<file path="src/rtl/vga_timing_ctrl.sv">
// VGA raster timing: pixel/line counters with horizontal and vertical phase FSMs.
// All outputs decode registered state only; EN gates every state update.
module vga_timing_ctrl #(
   parameter int H_ACTIVE = 640,
   parameter int H_FRONT  = 16,
   parameter int H_SYNC   = 96,
   parameter int H_BACK   = 48,
   parameter int V_ACTIVE = 480,
   parameter int V_FRONT  = 10,
   parameter int V_SYNC   = 2,
   parameter int V_BACK   = 33
) (
   input  logic       CLK,
   input  logic       RST_N,
   input  logic       EN,
   output logic [9:0] COL,
   output logic [9:0] ROW,
   output logic       ACTIVE,
   output logic       HSYNC,
   output logic       VSYNC,
   output logic       LINE_START,
   output logic       FRAME_START
);

   localparam int H_TOTAL = H_ACTIVE + H_FRONT + H_SYNC + H_BACK;
   localparam int V_TOTAL = V_ACTIVE + V_FRONT + V_SYNC + V_BACK;

   // Last count of each phase; the phase changes on the edge leaving it.
   localparam logic [9:0] H_ACT_END = 10'(H_ACTIVE - 1);
   localparam logic [9:0] H_FP_END  = 10'(H_ACTIVE + H_FRONT - 1);
   localparam logic [9:0] H_SYN_END = 10'(H_ACTIVE + H_FRONT + H_SYNC - 1);
   localparam logic [9:0] H_LAST    = 10'(H_TOTAL - 1);
   localparam logic [9:0] V_ACT_END = 10'(V_ACTIVE - 1);
   localparam logic [9:0] V_FP_END  = 10'(V_ACTIVE + V_FRONT - 1);
   localparam logic [9:0] V_SYN_END = 10'(V_ACTIVE + V_FRONT + V_SYNC - 1);
   localparam logic [9:0] V_LAST    = 10'(V_TOTAL - 1);

   // One-hot so that corrupted encodings are detectable and recoverable.
   typedef enum logic [3:0] {
      H_ACT = 4'b0001,
      H_FP  = 4'b0010,
      H_SYN = 4'b0100,
      H_BP  = 4'b1000
   } h_state_t;

   typedef enum logic [3:0] {
      V_ACT = 4'b0001,
      V_FP  = 4'b0010,
      V_SYN = 4'b0100,
      V_BP  = 4'b1000
   } v_state_t;

   logic [9:0] h_cnt_q, h_cnt_d;
   logic [9:0] v_cnt_q, v_cnt_d;
   h_state_t   h_state_q, h_state_d;
   v_state_t   v_state_q, v_state_d;
   logic       h_wrap, v_wrap, state_ok;

   always_comb begin
      h_cnt_d   = h_cnt_q;
      v_cnt_d   = v_cnt_q;
      h_state_d = h_state_q;
      v_state_d = v_state_q;
      h_wrap    = (h_cnt_q == H_LAST);
      v_wrap    = (v_cnt_q == V_LAST);
      state_ok  = (h_state_q inside {H_ACT, H_FP, H_SYN, H_BP}) &&
                  (v_state_q inside {V_ACT, V_FP, V_SYN, V_BP});

      if (!state_ok) begin
         h_cnt_d   = '0;
         v_cnt_d   = '0;
         h_state_d = H_ACT;
         v_state_d = V_ACT;
      end else if (EN) begin
         h_cnt_d = h_wrap ? '0 : h_cnt_q + 10'd1;
         case (h_state_q)
            H_ACT:   if (h_cnt_q == H_ACT_END) h_state_d = H_FP;
            H_FP:    if (h_cnt_q == H_FP_END)  h_state_d = H_SYN;
            H_SYN:   if (h_cnt_q == H_SYN_END) h_state_d = H_BP;
            H_BP:    if (h_wrap)               h_state_d = H_ACT;
            default: h_state_d = H_ACT;
         endcase

         // Vertical side only moves on the edge that ends a line.
         if (h_wrap) begin
            v_cnt_d = v_wrap ? '0 : v_cnt_q + 10'd1;
            case (v_state_q)
               V_ACT:   if (v_cnt_q == V_ACT_END) v_state_d = V_FP;
               V_FP:    if (v_cnt_q == V_FP_END)  v_state_d = V_SYN;
               V_SYN:   if (v_cnt_q == V_SYN_END) v_state_d = V_BP;
               V_BP:    if (v_wrap)               v_state_d = V_ACT;
               default: v_state_d = V_ACT;
            endcase
         end
      end
   end

   always_ff @(posedge CLK or negedge RST_N) begin
      if (!RST_N) begin
         h_cnt_q   <= '0;
         v_cnt_q   <= '0;
         h_state_q <= H_ACT;
         v_state_q <= V_ACT;
      end else begin
         h_cnt_q   <= h_cnt_d;
         v_cnt_q   <= v_cnt_d;
         h_state_q <= h_state_d;
         v_state_q <= v_state_d;
      end
   end

   assign COL         = h_cnt_q;
   assign ROW         = v_cnt_q;
   assign ACTIVE      = (h_state_q == H_ACT) && (v_state_q == V_ACT);
   assign HSYNC       = (h_state_q != H_SYN);
   assign VSYNC       = (v_state_q != V_SYN);
   assign LINE_START  = (h_cnt_q == '0);
   assign FRAME_START = (h_cnt_q == '0) && (v_cnt_q == '0);

endmodule

</file>
<file path="config.mk">
export PLATFORM = sky130hd
export DESIGN_NAME = vga_timing_ctrl
export DESIGN_NICKNAME = d
export VERILOG_FILES = /design/src/rtl/vga_timing_ctrl.sv
export SDC_FILE = /design/constraint.sdc
export NUM_CORES = 1
export LEC_CHECK = 0
export CORE_MARGIN = 2
export CORE_UTILIZATION = 45
export CTS_BUF_LIST = sky130_fd_sc_hd__clkbuf_8
export DETAILED_ROUTE_END_ITERATION = 8
export PLACE_DENSITY = 0.65
export RECOVER_POWER = 100
export SKIP_CTS_REPAIR_TIMING = 1
export SYNTH_ARGS = -nofsm -noshare
export SYNTH_HDL_FRONTEND = slang
export SYNTH_SLANG_ARGS = --single-unit
</file>
<file path="constraint.sdc">
create_clock -name CLK -period 3.2 [get_ports CLK]
set_input_delay 0.48 -clock CLK [delete_from_list [all_inputs] [get_ports CLK]]
set_output_delay 0.48 -clock CLK [all_outputs]
set_load 0.03 [all_outputs]
</file>
==> metrics.txt <==
Hold Crit Class=reg2reg; Worst Skew=0.00861 ns; Total Power=907 uW; routed metal-1 wirelength=2110 um; remaining antenna violation count=0; Synth Warn #=0; CP Buf/Inv Count=1; static leakage=around 0.00095 uW; peak fanout along the critical path=6; Clock Path Buffers=2; ys flop type=dfrtp_1; boundary pin count=28; Setup WS post-layout=0.297 ns; Clk Latency, worst-skew pair=0.28 ns; Synth-to-Final Area Change=17.9%; CP Data Required Time=2.72 ns; crit-path cells=or4b_2, nor2_1, dlygate4sd3_1; Core Box Area=4060 um2; number of flops mapped to enable cells by yosys=0; Detailed Place HPWL=3290 um; Post-Syn Area=1920 um2; # DRC=0; Setup Viol. Count Final=0; Initial DRC Count=142; count of cells along the worst hold path=1; Clk pin slew, worst setup/hold paths=0.09 ns; fin crit share=90.7%; r2r endpoint=v_state_q[1]; Max VDD drop=about 0.18 mV; vias post-DR=1734; drt total wl=4630 um; Final Util=55.8%; Startpoint Class=flip-flop; sequential cell area=between 700 and 800 um2; nets=238; # rows=23; met3 WL=roughly 170 um; Filler cells=around 350; WHS Endpoint=v_state_q[1]; Max-slew headroom=-4.57%; gr ovfl total=0; most frequent cells in the layout=26 x dfrtp_1, 26 x dlygate4sd3_1, 15 x a21oi_1, 14 x nand2_1, 11 x nor2_1; Pre-antenna DRT Iters=4; clock period minus worst slack=about 2.9 ns; die width=a little under 70 um; Worst Setup End Kind=output port; R2R depth=5; failing checks=max-capacitance violations, max-slew violations; CP Class=reg2out; Yosys cell types=60; syn_area_per_cell=9.42 um2; Initial Util=47.4%; RSZ-0062 raised after global routing=false; Mapped Nets=roughly 210; pre-CTS WS=0.594 ns; final hold vios=0; post-DR wirelength/cell=16.6 um; Sink Count=28; Buffers on Ports=27; metal2 WL=2270 um; number of global-route vias before repair=around 1600; Worst Tran Pin Value=1.57 ns; vias per cell=roughly 6.2; Multi-input gate area=1140 um2; first-pass GRT wire length=7660 um; CTS Root Cell=clkbuf_8; Num CTS Buffers=3; status=complete, but fails checks; gr usage total=approximately a fifth; max-slew violations=29; max layer used=met4; Antenna Diode Count=0; dominant delay contributor by cell family on the critical path=simple AND/OR/NAND/NOR gates; CTS tree=yes; Max Cap Violations=1; Reg2Reg Launch Point=v_state_q[0]; largest net degree at the start of global routing=29; fmax=344 MHz; R2R Setup Slk=0.47 ns; die extent in y=between 60 and 70 um; Hold Crit Start=v_state_q[1]; initial antenna violation count=0; Mapped Cells=just over 200; pwr dens=400 nW/um2; fraction of registers with async set/reset=100%; RD Place Congestion=0.855; CP max stage cell=dlygate4sd3_1; Worst Path Arrival=approximately 2.4 ns; register area share after synthesis=a little over a third; htree depth=1; Seq cells post-synth=28; Largest stage delay, worst path=0.75 ns; Die Area=4810 um2; layout cell share with drive strength beyond 1=10.0%; setup TNS=0 ns
## area by class of cell
| cell class | count | share of cell area (%) |
|---|---|---|
| sequential | 28 | 31.0 |
| clock buffer | 3 | 1.82 |
| clock inverter | 1 | 0.166 |
| timing repair buffer | 30 | 12.8 |
| inverter | 8 | 1.33 |
| multi-input combinational | 159 | 50.1 |
| tap | 50 | 2.76 |
## flip-flops by register name, indices dropped and copies added (netlist names)
name       count
v_state_q      4
COL           10
ROW           10
h_state_q      4
## worst max path at each step
stage,startpoint,to,depth (start not counted)
after CTS,v_state_q[0],ACTIVE,3
after floorplan,ROW[6],FRAME_START,4
after detailed placement,v_state_q[0],v_state_q[1],5
after global placement,COL[5],v_state_q[1],6
final,v_state_q[0],ACTIVE,3
after global routing,v_state_q[0],ACTIVE,3
## synth_stat cells, drive strengths merged, types with 3 or more instances
cell type | count | area (um2)
a211oi | 3 | 35.0
a21o | 4 | 33.8
a21oi | 15 | 75.1
a22o | 3 | 26.3
a31o | 3 | 26.3
and3 | 3 | 18.8
buf | 4 | 27.5
clkbuf | 5 | 18.8
dfrtp | 26 | 651
ha | 5 | 62.6
inv | 8 | 30.0
mux2 | 4 | 45.0
nand2 | 14 | 52.6
nand3 | 8 | 40.0
nand4b | 4 | 35.0
nor2 | 11 | 41.3
nor2b | 3 | 18.8
nor3 | 8 | 51.3
nor4 | 3 | 18.8
nor4b | 4 | 35.0
o21ai | 10 | 50.0
o22ai | 3 | 18.8
o31ai | 4 | 30.0
or3 | 5 | 31.3
or4 | 4 | 30.0
or4b | 6 | 67.6
xor2 | 3 | 26.3
## power breakdown
part           switching, uW  internal [uW]  total (uW)
registers               64.4            385         449
clock network            112           86.3         199
logic                    157            102         259
## metal layers
metal / track usage [%] / vias up
met3: 1.89 / 9
met5: 0 / -
met2: 33.1 / 45
met1: 25.1 / 840
li1: - / 840
met4: 7.84 / 0
## metrics by stage
step	hold WS, ns	area (um2)	std cells
after floorplan	0.184	1920	204
after global placement	0.547	2230	275
after detailed placement	0.585	2230	275
after CTS	0.580	2280	279
after global routing	0.636	2270	279
final	0.603	2270	279
## cells by family (layout without fill, tap and decap cells)
| kind of cell | after synthesis | count (layout) | synth area share (%) |
|---|---|---|---|
| DFF | 28 | 28 | 36.6 |
| xor gates and xnor gates | 4 | 4 | 1.82 |
| AOI/OAI and AO/OA | 62 | 62 | 24.9 |
| muxes | 4 | 4 | 2.34 |
| and+or+nand+nor | 84 | 84 | 27.1 |
| buffers and inverters | 17 | 42 | 3.97 |
| adders and majority gates | 5 | 5 | 3.26 |
Power figures use the tool's default switching activity.
